--- src/rtl/spart_pkg.sv ---
// Shared SPART definitions: bus register map, receive FSM states and status word layout.
package spart_pkg;

   localparam logic [1:0] IO_XFER   = 2'b00;
   localparam logic [1:0] REG_RD    = 2'b01;
   localparam logic [1:0] LD_DIV_LO = 2'b10;
   localparam logic [1:0] LD_DIV_HI = 2'b11;

   typedef enum logic [1:0] {
      IDLE  = 2'd0,
      START = 2'd1,
      DATA  = 2'd2,
      STOP  = 2'd3
   } rx_state_t;

   // Bit positions inside the status word returned on REG_RD.
   localparam int STAT_RDA  = 0;
   localparam int STAT_OVR  = 1;
   localparam int STAT_FERR = 2;

endpackage

--- src/rtl/spart_sync2.sv ---
// Two-flop synchronizer for an asynchronous single-bit input; reset value is a parameter
// so idle-high lines do not produce a spurious edge out of reset.
module spart_sync2 #(
   parameter logic RST_VAL = 1'b0
) (
   input  logic clk,
   input  logic rst,
   input  logic d,
   output logic q
);

   logic meta;

   always_ff @(posedge clk or posedge rst) begin
      if (rst) begin
         meta <= RST_VAL;
         q    <= RST_VAL;
      end else begin
         meta <= d;
         q    <= meta;
      end
   end

endmodule

--- src/rtl/spart_rx.sv ---
// SPART receiver: oversampled 8N1 frame recovery, receive buffer with rda/overrun/framing
// flags, and the bus read mux for the data and status registers.
module spart_rx
   import spart_pkg::*;
#(
   parameter int OVERSAMPLE = 16,
   parameter int DATA_BITS  = 8
) (
   input  logic       clk,
   input  logic       rst,
   input  logic       iocs,
   input  logic       iorw,
   input  logic [1:0] ioaddr,
   input  logic       sample_en,
   input  logic       rxd,
   output logic [7:0] rx2bus,
   output logic       rda
);

   localparam int               SC_W    = $clog2(OVERSAMPLE);
   localparam logic [SC_W-1:0]  SC_MID  = SC_W'(OVERSAMPLE/2 - 1);
   localparam logic [SC_W-1:0]  SC_END  = SC_W'(OVERSAMPLE - 1);
   localparam logic [2:0]       BC_LAST = 3'(DATA_BITS - 1);

   rx_state_t            state, state_nxt;
   logic [SC_W-1:0]      sc, sc_nxt;
   logic [2:0]           bc, bc_nxt;
   logic [DATA_BITS-1:0] sh, rx_buf;
   logic                 rxd_s;
   logic                 shift_en, frame_ok, frame_bad;
   logic                 framing_err, overrun;
   logic                 data_rd, stat_rd;
   logic [7:0]           status;

   spart_sync2 #(.RST_VAL(1'b1)) u_sync (
      .clk (clk),
      .rst (rst),
      .d   (rxd),
      .q   (rxd_s)
   );

   assign data_rd = iocs & iorw & (ioaddr == IO_XFER);
   assign stat_rd = iocs & iorw & (ioaddr == REG_RD);

   always_ff @(posedge clk or posedge rst) begin
      if (rst) begin
         state <= IDLE;
         sc    <= '0;
         bc    <= '0;
      end else begin
         state <= state_nxt;
         sc    <= sc_nxt;
         bc    <= bc_nxt;
      end
   end

   always_comb begin
      state_nxt = state;
      sc_nxt    = sc;
      bc_nxt    = bc;
      shift_en  = 1'b0;
      frame_ok  = 1'b0;
      frame_bad = 1'b0;
      if (sample_en) begin
         case (state)
            IDLE: begin
               if (!rxd_s) begin
                  sc_nxt    = '0;
                  state_nxt = START;
               end
            end
            START: begin
               // Mid-bit requalification rejects glitches shorter than half a bit.
               if (sc == SC_MID) begin
                  if (rxd_s) begin
                     state_nxt = IDLE;
                  end else begin
                     sc_nxt    = '0;
                     bc_nxt    = '0;
                     state_nxt = DATA;
                  end
               end else begin
                  sc_nxt = sc + 1'b1;
               end
            end
            DATA: begin
               if (sc == SC_END) begin
                  shift_en = 1'b1;
                  sc_nxt   = '0;
                  if (bc == BC_LAST) state_nxt = STOP;
                  else               bc_nxt    = bc + 1'b1;
               end else begin
                  sc_nxt = sc + 1'b1;
               end
            end
            STOP: begin
               if (sc == SC_END) begin
                  frame_ok  = rxd_s;
                  frame_bad = !rxd_s;
                  state_nxt = IDLE;
               end else begin
                  sc_nxt = sc + 1'b1;
               end
            end
            default: state_nxt = IDLE;
         endcase
      end
   end

   always_ff @(posedge clk or posedge rst) begin
      if (rst) begin
         sh <= '0;
      end else if (shift_en) begin
         sh <= {rxd_s, sh[DATA_BITS-1:1]};
      end
   end

   // Frame completion beats a concurrent data read, and a data read on that edge
   // means the old byte was consumed, so it is not an overrun.
   always_ff @(posedge clk or posedge rst) begin
      if (rst) begin
         rx_buf      <= '0;
         rda         <= 1'b0;
         overrun     <= 1'b0;
         framing_err <= 1'b0;
      end else begin
         if (frame_ok) rx_buf <= sh;

         if (frame_ok)     rda <= 1'b1;
         else if (data_rd) rda <= 1'b0;

         if (frame_ok && rda && !data_rd) overrun <= 1'b1;
         else if (stat_rd)                overrun <= 1'b0;

         if (frame_bad)    framing_err <= 1'b1;
         else if (stat_rd) framing_err <= 1'b0;
      end
   end

   always_comb begin
      status            = '0;
      status[STAT_RDA]  = rda;
      status[STAT_OVR]  = overrun;
      status[STAT_FERR] = framing_err;
   end

   always_comb begin
      rx2bus = 8'h00;
      if (data_rd)      rx2bus = 8'(rx_buf);
      else if (stat_rd) rx2bus = status;
   end

endmodule

--- config.mk ---
export PLATFORM = sky130hd
export DESIGN_NAME = spart_rx
export DESIGN_NICKNAME = d
export VERILOG_FILES = /design/src/rtl/spart_pkg.sv /design/src/rtl/spart_sync2.sv /design/src/rtl/spart_rx.sv
export SDC_FILE = /design/constraint.sdc
export NUM_CORES = 1
export LEC_CHECK = 0
export ABC_AREA = 1
export CAP_MARGIN = 5
export CORE_MARGIN = 5
export CORE_UTILIZATION = 59
export DETAILED_ROUTE_END_ITERATION = 6
export GPL_TIMING_DRIVEN = 0
export MAX_ROUTING_LAYER = met4
export PLACE_DENSITY = 0.82
export SLEW_MARGIN = 0
export SYNTH_ARGS = -nofsm -noshare
export SYNTH_HDL_FRONTEND = slang
export SYNTH_HIERARCHICAL = 1
export SYNTH_SLANG_ARGS = --single-unit
--- constraint.sdc ---
create_clock -name clk -period 3.2 [get_ports clk]
set_input_delay 0.48 -clock clk [delete_from_list [all_inputs] [get_ports clk]]
set_output_delay 0.48 -clock clk [all_outputs]
set_load 0.05 [all_outputs]
### Yosys cells after proc, flatten, opt, wreduce, memory -nomap -nowiden

Index checks and enable logic that the tools add are counted.

| word-level totals | value |
|---|---|
| register bits | 30 |
| output and inout bits | 9 |
| word-level logic and storage cells | 76 |

| cells by class | value |
|---|---|
| add/subtract/negate cells | 2 |
| eq/ne operators | 15 |
| mux-type cells | 33 |
| bitwise operators | 3 |
| reductions and logical operators | 13 |

Operator list:

| cell | count |
|---|---|
| 4-bit 2-to-1 mux | 4 |
| 2-bit != test (second input constant) | 8 |
| 4-bit case mux with 4 select lines | 1 |
| 3-bit 2-to-1 mux | 5 |
| 1-bit 2-to-1 mux | 14 |
| 2-bit 2-to-1 mux | 6 |
| 6-bit AND reduction | 2 |
| 8-bit 2-to-1 mux | 1 |
| 2-bit case mux with 4 select lines | 1 |
| 2-bit nonzero test | 4 |
| 3-bit case mux with 2 select lines | 1 |
| 4-bit by 1-bit adder with 4-bit output (second input constant) | 1 |
| 2-bit by 1-bit == test with 1-bit output (second input constant) | 2 |
| 2-bit == test (second input constant) | 2 |
| 4-bit by 3-bit == test with 1-bit output (second input constant) | 1 |
| 4-bit == test (second input constant) | 1 |
| 2-bit zero test | 2 |
| 3-bit by 1-bit adder with 3-bit output (second input constant) | 1 |
| 1-bit AND | 3 |
| 3-bit == test (second input constant) | 1 |
| 1-bit logical AND | 2 |
| 1-bit zero test | 2 |
| 2-bit AND reduction | 1 |

### Depth between registers and ports, before layout

Gate-level depths: netlist of the first run.

| depth | value |
|---|---|
| depth in word-level cells | 7 |
| depth in mapped cells | 9 |

### Cells and area by module

The synthesis of the first run kept the hierarchy.

Modules (own cells, without submodules):

| module | instances | cells each | area an instance (µm²) | sequential area each (µm²) |
|---|---|---|---|---|
| spart_rx | 1 | 181 | 1490.2 | 700.7 |
| spart_sync2 | 1 | 3 | 56.3 | 52.6 |

### Worst setup path before layout of the first run

OpenSTA, ideal clock, no wires.

| timing path | value |
|---|---|
| kind | input to output |
| start | input ioaddr[0] |
| end | output rx2bus[0] |
| arrival time | 1.892 ns |
| data required time | 2.720 ns |
| slack | 0.828 ns |
| cell stages on the path | 3 |
| path through | nor2_1 > nand2_1 > o21ai_0 |

| on the way | value |
|---|---|
| word-level cells in the longest chain between the ends | 4 |
| elaborated cells on any way between the ends | 6 |
| those cells by class | eq/ne (1); mux (2); bitwise (2); reduce/logical (1) |

RTL lines:

| element | RTL line | RTL |
|---|---|---|
| start, declared | spart_rx.sv:13 | `input logic [1:0] ioaddr,` |
| 2-bit by 1-bit == test with 1-bit output | spart_rx.sv:43 | `assign stat_rd = iocs & iorw & (ioaddr == REG_RD);` |
| 1-bit AND | spart_rx.sv:43 |  |
| 3-bit 2-to-1 mux | spart_rx.sv:150 | `else if (stat_rd) rx2bus = status;` |
| 8-bit 2-to-1 mux * | spart_rx.sv:149 | `if (data_rd) rx2bus = 8'(rx_buf);` |
| end, declared | spart_rx.sv:16 | `output logic [7:0] rx2bus,` |

Every way passes the cells marked *; elsewhere a longest branch is shown, timed or not.

### Worst setup path after layout of the first run

Ends and elaborated chain as after synthesis.

==> impl_metrics.yaml, run 1 <==
outcome:
  status: "completed"
setup_path:
  cp_slowest_stage_delay_ps: 830
  worstPathRequired_ps: 2720
  timing.reg2reg.setup_slack_ps: 1660
  crit_type: "input pin to primary output"
  critical-path-slowest-cell: "sky130_fd_sc_hd__clkdlybuf4s50_1"
  worst_path_most_repeated_cell: "sky130_fd_sc_hd__clkdlybuf4s50_1"
  cp_max_fo: 7
  start_of_the_worst_register_to_register_path: "sc[0]"
  worst_setup_path_start_kind: "input pin"
  critical_path.top_delay_family: "buffers and inverters"
  crit_path_start: "ioaddr[0]"
  worst_path_buffer_plus_inverter_count: 2
  timing.rr.end: "sc[0]"
  crit_path_end_kind: "primary output"
  ff2ff_path_depth: 7
  worst_ep_arrival_time_ps: 2380
  worstPathCellList: "clkdlybuf4s50_1 > nor2_1 > nand2_1 > o21ai_0 > clkdlybuf4s50_1"
clock_tree:
  cts_htree_levels: 2
  cts_tree: "yes"
  cts-buffers-inserted: 5
  cts_hold_repair.buffers: 0
  cts_setup_buffers: 0
  cts.clk_slew.worst_paths_ps: 80
  clk_latency_ps: 340
  max-clock-path-buffers: 2
  cts_num_sinks: 30
  ctsRootBufferMaster: "sky130_fd_sc_hd__clkbuf_4"
  post_cts_resized: 0
hold_path:
  worst_hold_path_type: "register to register"
  min_path_cells: 0
  worst_hold_startpoint: "u_sync/meta"
  hold_end: "u_sync/q"
detailed_routing:
  average_detailed_routed_wire_length_per_instance_um: 12.7
  drtPass1Iterations: 4
  drc_errors: 0
  first_iter_violations: 50
  totalWireLength_um: 3010
  viasPerCell: 5.18
  route.vias.total: 1232
  antenna_violating_nets_post_route: 0
finish:
  finish.net_count: 218
  fraction_of_final_layout_cells_with_drive_strength_greater_than_1_pct: 17.8
  fin_area_mm2: 0.00182
  area_growth_syn_to_layout_pct: 17.9
  insertedDiodeCount: 0
synth:
  synth_area_leader_cell: "sky130_fd_sc_hd__dfrtp_1"
  synth_enable_flop_cells: 0
  synth_ff_type: "sky130_fd_sc_hd__dfrtp_1"
  synth_area_mm2: 0.00155
  postSynthNetCount: 195
  yosys.cell_count.top_type: "sky130_fd_sc_hd__nand2_1"
  yosysWarningCount: 6
  synth_top_cell_area_share_pct: 45.3
  synthesis.area_per_instance_um2: 8.40
  postSynth.asyncResetShare_pct: 100
  ys_ff_latch: 30
  synthesis.instances: 184
  yosys-top-cells-area: "sky130_fd_sc_hd__dfrtp_1, sky130_fd_sc_hd__nand2_1, sky130_fd_sc_hd__o21ai_2"
  synth-seq-area-share_pct: 48.7
  synth.top_cells.by_count: "sky130_fd_sc_hd__nand2_1, sky130_fd_sc_hd__inv_1, sky130_fd_sc_hd__dfrtp_1"
  yosys.cell_types.count: 20
power:
  power_density_mw_per_mm2: 570
  internal_power_mw: 0.674
  share_seq_of_total_power_pct: 47.3
  power_switching_share_pct: 35.1
  p_sw_mw: 0.365
  report.power.total_mw: 1.04
  combinationalPowerShare_pct: 25.1
  vdd_drop_max_mv: 0.555
  static-leakage-power_nw: 0.860
  clock_power_share_pct: 27.5
placement:
  io_buffers: 16
  detailed_place.area_mm2: 0.00174
  placer_s_final_routability_congestion_estimate: 0.856
  dp_hpwl_um: 2200
global_route:
  globalRoute.totalOverflow: 0
  initial_antenna_violation_count: 0
  grt_usage_pct: 19.6
  via_count_of_the_first_global_routing_pass: 1198
  grt_pass1_wl_um: 5090
  grt_start_max_net_pins: 29
die:
  num_rows: 18
  floorplan.die_area_mm2: 0.00374
  core_area_mm2: 0.00250
  die_x_um: 61.2
  boundaryPins: 17
  initial_core_util_pct: 61.9
  fp.dieH_um: 61.2
sta:
  worst-slew-pin-transition_ps: 1070
  rsz_0062_raised_after_global_routing: "false"
  max_slew_margin_pct: 28.6
  finalSetupViolCount: 0
  skew_ps: 13.8
  layout_worst_path_cycle_share_pct: 89.3
  setup_total_negative_slack_ps: 0
  fmax_mhz: 350
  post_route_minimum_period_ps: 2860
  final_number_of_max_transition_violations: 0
  final_count_of_hold_timing_violations: 0
run:
  drv.max_cap_violation_count: 0
[how the worst max path moves through the flow]
stage / endpoint / slack (ps) / cells past startpoint
finish: rx2bus[0] / 340 / 5
global route: rx2bus[0] / 310 / 5
CTS: rx2bus[0] / 370 / 5
detailed placement: rx2bus[0] / 390 / 5
global placement: rx2bus[0] / 440 / 5
floorplan: rx2bus[0] / 830 / 3
[cell usage in the layout, fill, tap and decap left out]
master,Yosys,final
sky130_fd_sc_hd__o21ai_2,15,15
sky130_fd_sc_hd__clkbuf_8,0,3
sky130_fd_sc_hd__and2_1,1,1
sky130_fd_sc_hd__clkdlybuf4s50_1,0,16
sky130_fd_sc_hd__nand3_1,6,6
sky130_fd_sc_hd__nand2_1,51,51
sky130_fd_sc_hd__nand3b_1,1,1
sky130_fd_sc_hd__o21ai_0,13,13
sky130_fd_sc_hd__buf_6,2,2
sky130_fd_sc_hd__ha_1,3,3
sky130_fd_sc_hd__nand4_1,1,1
sky130_fd_sc_hd__dfstp_2,2,2
sky130_fd_sc_hd__clkbuf_4,0,5
sky130_fd_sc_hd__nor2_1,14,14
sky130_fd_sc_hd__nand2_2,2,2
sky130_fd_sc_hd__o22ai_2,1,1
sky130_fd_sc_hd__nor2_2,4,4
sky130_fd_sc_hd__nand3_4,2,2
sky130_fd_sc_hd__a21oi_1,2,2
sky130_fd_sc_hd__xor2_1,1,1
sky130_fd_sc_hd__nor2_4,1,1
sky130_fd_sc_hd__dfrtp_1,28,28
sky130_fd_sc_hd__inv_1,34,34
[power groups by stage]
stage | Clock (mW) | Combinational, mW | Sequential, mW
6_report | 0.286 | 0.261 | 0.492
5_1_grt | 0.314 | 0.297 | 0.500
4_1_cts | 0.292 | 0.261 | 0.491
3_5_place_dp | 0 | 0.259 | 0.498
3_3_place_gp | 0 | 0.241 | 0.494
2_1_floorplan | 0 | 0.203 | 0.487
[cell families after synthesis]
logic type                 synth area share [%]
DFF                                        48.7
adders and majority gates                  2.43
and+or+nand+nor                            24.4
AOI/OAI and AO/OA                          14.2
xor gates and xnor gates                  0.566
buffers and inverters                      9.71
[final cells by class]
class	instances	area [µm²]
plain buffers	2	22.5
clock buffers	8	78.8
fillers	199	677
inverters	34	128
multi-input cells	118	643
flip-flops and latches	30	753
well taps	30	37.5
repair buffers	16	160
[sequential cells by signal, summed over array words and instances (netlist names), named ones only]
signal,cells
rx_buf,8
u_sync/meta,1
u_sync/q,1
overrun,1
bc,3
state,1
rda,1
framing_err,1
sh,8
sc,4
[per-stage QoR]
| step | setup slack (ps) | utilization, % | cells | hold WS, ps |
|---|---|---|---|---|
| after floorplan | 828 | - | 184 | 345 |
| after global placement | 443 | 69.8 | 230 | 347 |
| after detailed placement | 388 | 69.8 | 230 | 348 |
| after CTS | 368 | 72.9 | 238 | 364 |
| after global routing | 308 | 72.9 | 238 | 375 |
| final | 342 | 72.9 | 238 | 363 |
[routing by layer]
layer | track usage (%) | vias up | part of all wire [%]
met5 | - | - | 0
met4 | 9.29 | 0 | 2.8
met3 | 6.50 | 12 | 5.8
met2 | 31.9 | 33 | 49
met1 | 21.5 | 570 | 43
li1 | - | 617 | -
Power figures use the tool's default switching activity.
==> inputs of run 2 (changes only) <==
--- a/config.mk
+++ b/config.mk
@@ -6,11 +6,9 @@
 export NUM_CORES = 1
 export LEC_CHECK = 0
 export ABC_AREA = 1
-export CAP_MARGIN = 5
 export CORE_MARGIN = 5
 export CORE_UTILIZATION = 59
 export DETAILED_ROUTE_END_ITERATION = 6
-export GPL_TIMING_DRIVEN = 0
 export MAX_ROUTING_LAYER = met4
 export PLACE_DENSITY = 0.82
 export SLEW_MARGIN = 0
==> run 2 against run 1 <==
  * Die area unchanged
  * Cell count decreased by 0.84%
  * Critical path type unchanged
  * Sequential power barely moved
  * Largest cell class unchanged
  * Core utilization down 2.0 points
  * Maximum frequency increased by 2.3%
  * Highest routed layer unchanged
  * Global-route usage fell by 1.5 points
==> impl_metrics.yaml, run 2 (same netlist as run 1, synthesis figures left out) <==
detailed_routing:
  first_iter_violations: 53
  drtPass1Iterations: 4
  viasPerCell: 5.05
  drc_errors: 0
  average_detailed_routed_wire_length_per_instance_um: 11.8
  antenna_violating_nets_post_route: 0
  totalWireLength_um: 2790
  route.vias.total: 1192
sta:
  layout_worst_path_cycle_share_pct: 87.3
  worst-slew-pin-transition_ps: 503
  finalSetupViolCount: 0
  fmax_mhz: 358
  rsz_0062_raised_after_global_routing: "false"
  skew_ps: 5.81
  final_count_of_hold_timing_violations: 0
  max_slew_margin_pct: 66.4
  final_number_of_max_transition_violations: 0
  setup_total_negative_slack_ps: 0
  postLayoutSetupSlackWorst_ps: 405
  post_route_minimum_period_ps: 2790
clock_tree:
  cts_num_sinks: 30
  post_cts_resized: 0
  max-clock-path-buffers: 2
  clk_latency_ps: 320
  cts_htree_levels: 2
  cts.clk_slew.worst_paths_ps: 80
  cts_setup_buffers: 0
  cts_tree: "yes"
  ctsRootBufferMaster: "sky130_fd_sc_hd__clkbuf_4"
  cts_hold_repair.buffers: 0
  cts-buffers-inserted: 5
power:
  internal_power_mw: 0.607
  share_seq_of_total_power_pct: 51.7
  static-leakage-power_nw: 0.833
  clock_power_share_pct: 20.9
  combinationalPowerShare_pct: 27.4
  p_sw_mw: 0.344
  power_switching_share_pct: 36.2
  power_density_mw_per_mm2: 536
  vdd_drop_max_mv: 0.488
global_route:
  initial_antenna_violation_count: 0
  globalRoute.totalOverflow: 0
  grt_pass1_wl_um: 4770
  grt_usage_pct: 18.0
  grt_start_max_net_pins: 29
  via_count_of_the_first_global_routing_pass: 1164
die:
  initial_core_util_pct: 61.9
  boundaryPins: 17
  fp.dieH_um: 61.2
  floorplan.die_area_mm2: 0.00374
  num_rows: 18
  core_area_mm2: 0.00250
  die_x_um: 61.2
setup_path:
  worst_ep_arrival_time_ps: 2310
  worst_setup_path_start_kind: "input pin"
  crit_type: "input pin to primary output"
  cp_max_fo: 7
  crit_path_end_kind: "primary output"
  worstPathRequired_ps: 2720
placement:
  dp_hpwl_um: 2090
  placer_s_final_routability_congestion_estimate: 0.847
  pre_cts_ws_ps: 427
  io_buffers: 16
run:
  drv.max_cap_violation_count: 0
finish:
  final_common_cell: "sky130_fd_sc_hd__nand2_1"
  insertedDiodeCount: 0
  biggestRegsByFlops: "rx_buf x8, sh x8, sc x4"
  finish.net_count: 217
  most-common-layout-cells: "sky130_fd_sc_hd__nand2_1, sky130_fd_sc_hd__inv_1, sky130_fd_sc_hd__dfrtp_1"
  fraction_of_final_layout_cells_with_drive_strength_greater_than_1_pct: 16.0
  area_growth_syn_to_layout_pct: 14.7
  finalCoreUtilization_pct: 71.0
hold_path:
  worst_hold_path_type: "register to register"
outcome:
  status: "completed"
[run 2: cell count changes in the layout (fill, tap and decap cells not counted), sizes merged]
cell / before / now
buf: 2 / 1
clkbuf: 8 / 7
[run 2: worst max-delay path: stages]
cell,delay (ps)
sky130_fd_sc_hd__clkdlybuf4s50_1,420
sky130_fd_sc_hd__nor2_1,200
sky130_fd_sc_hd__nand2_1,200
sky130_fd_sc_hd__o21ai_0,190
sky130_fd_sc_hd__clkdlybuf4s50_1,820
[run 2: final cells by class]
cell class,count,area [µm²]
tap,30,37.5
sequential,30,753
fill,199,726
multi-input combinational,118,643
clock buffer,7,45.0
inverter,34,128
timing repair buffer,17,168
[run 2: worst paths after layout]
| kind | startpoint | end | slack, ps | cells after the start |
|---|---|---|---|---|
| max in group asynchronous | rst | sc[2] | 2390 | 3 |
| min in group asynchronous | rst | u_sync/meta | 500 | 2 |
| hold / removal | u_sync/meta | u_sync/q | 360 | 0 |
| setup reg to reg | sc[0] | sc[1] | 1650 | 7 |
| setup / recovery | ioaddr[0] | rx2bus[0] | 410 | 5 |
| hold reg to reg | u_sync/meta | u_sync/q | 360 | 0 |
[run 2: stage by stage]
| step | power [mW] | cells | hold WS [ps] | instance area, µm² |
|---|---|---|---|---|
| 2_1_floorplan | 0.690 | 184 | 345 | 1550 |
| 3_3_place_gp | 0.736 | 229 | 346 | 1730 |
| 3_5_place_dp | 0.759 | 229 | 347 | 1730 |
| 4_1_cts | 0.962 | 236 | 361 | 1770 |
| 5_1_grt | 1.02 | 236 | 363 | 1770 |
| 6_report | 0.951 | 236 | 360 | 1770 |
[run 2: power groups by stage]
stage	registers (mW)	clock network, mW	logic, mW
6_report	0.492	0.199	0.261
5_1_grt	0.500	0.224	0.299
4_1_cts	0.490	0.209	0.263
3_5_place_dp	0.498	0	0.262
3_3_place_gp	0.494	0	0.242
2_1_floorplan	0.487	0	0.203
[run 2: per-layer routing]
| layer | up-vias | global-route usage (%) | part of all wire (%) |
|---|---|---|---|
| met1 | 550 | 20.3 | 44 |
| met5 | - | - | 0 |
| li1 | 612 | - | - |
| met2 | 24 | 29.8 | 49 |
| met4 | 0 | 7.12 | 1.6 |
| met3 | 6 | 5.66 | 4.4 |
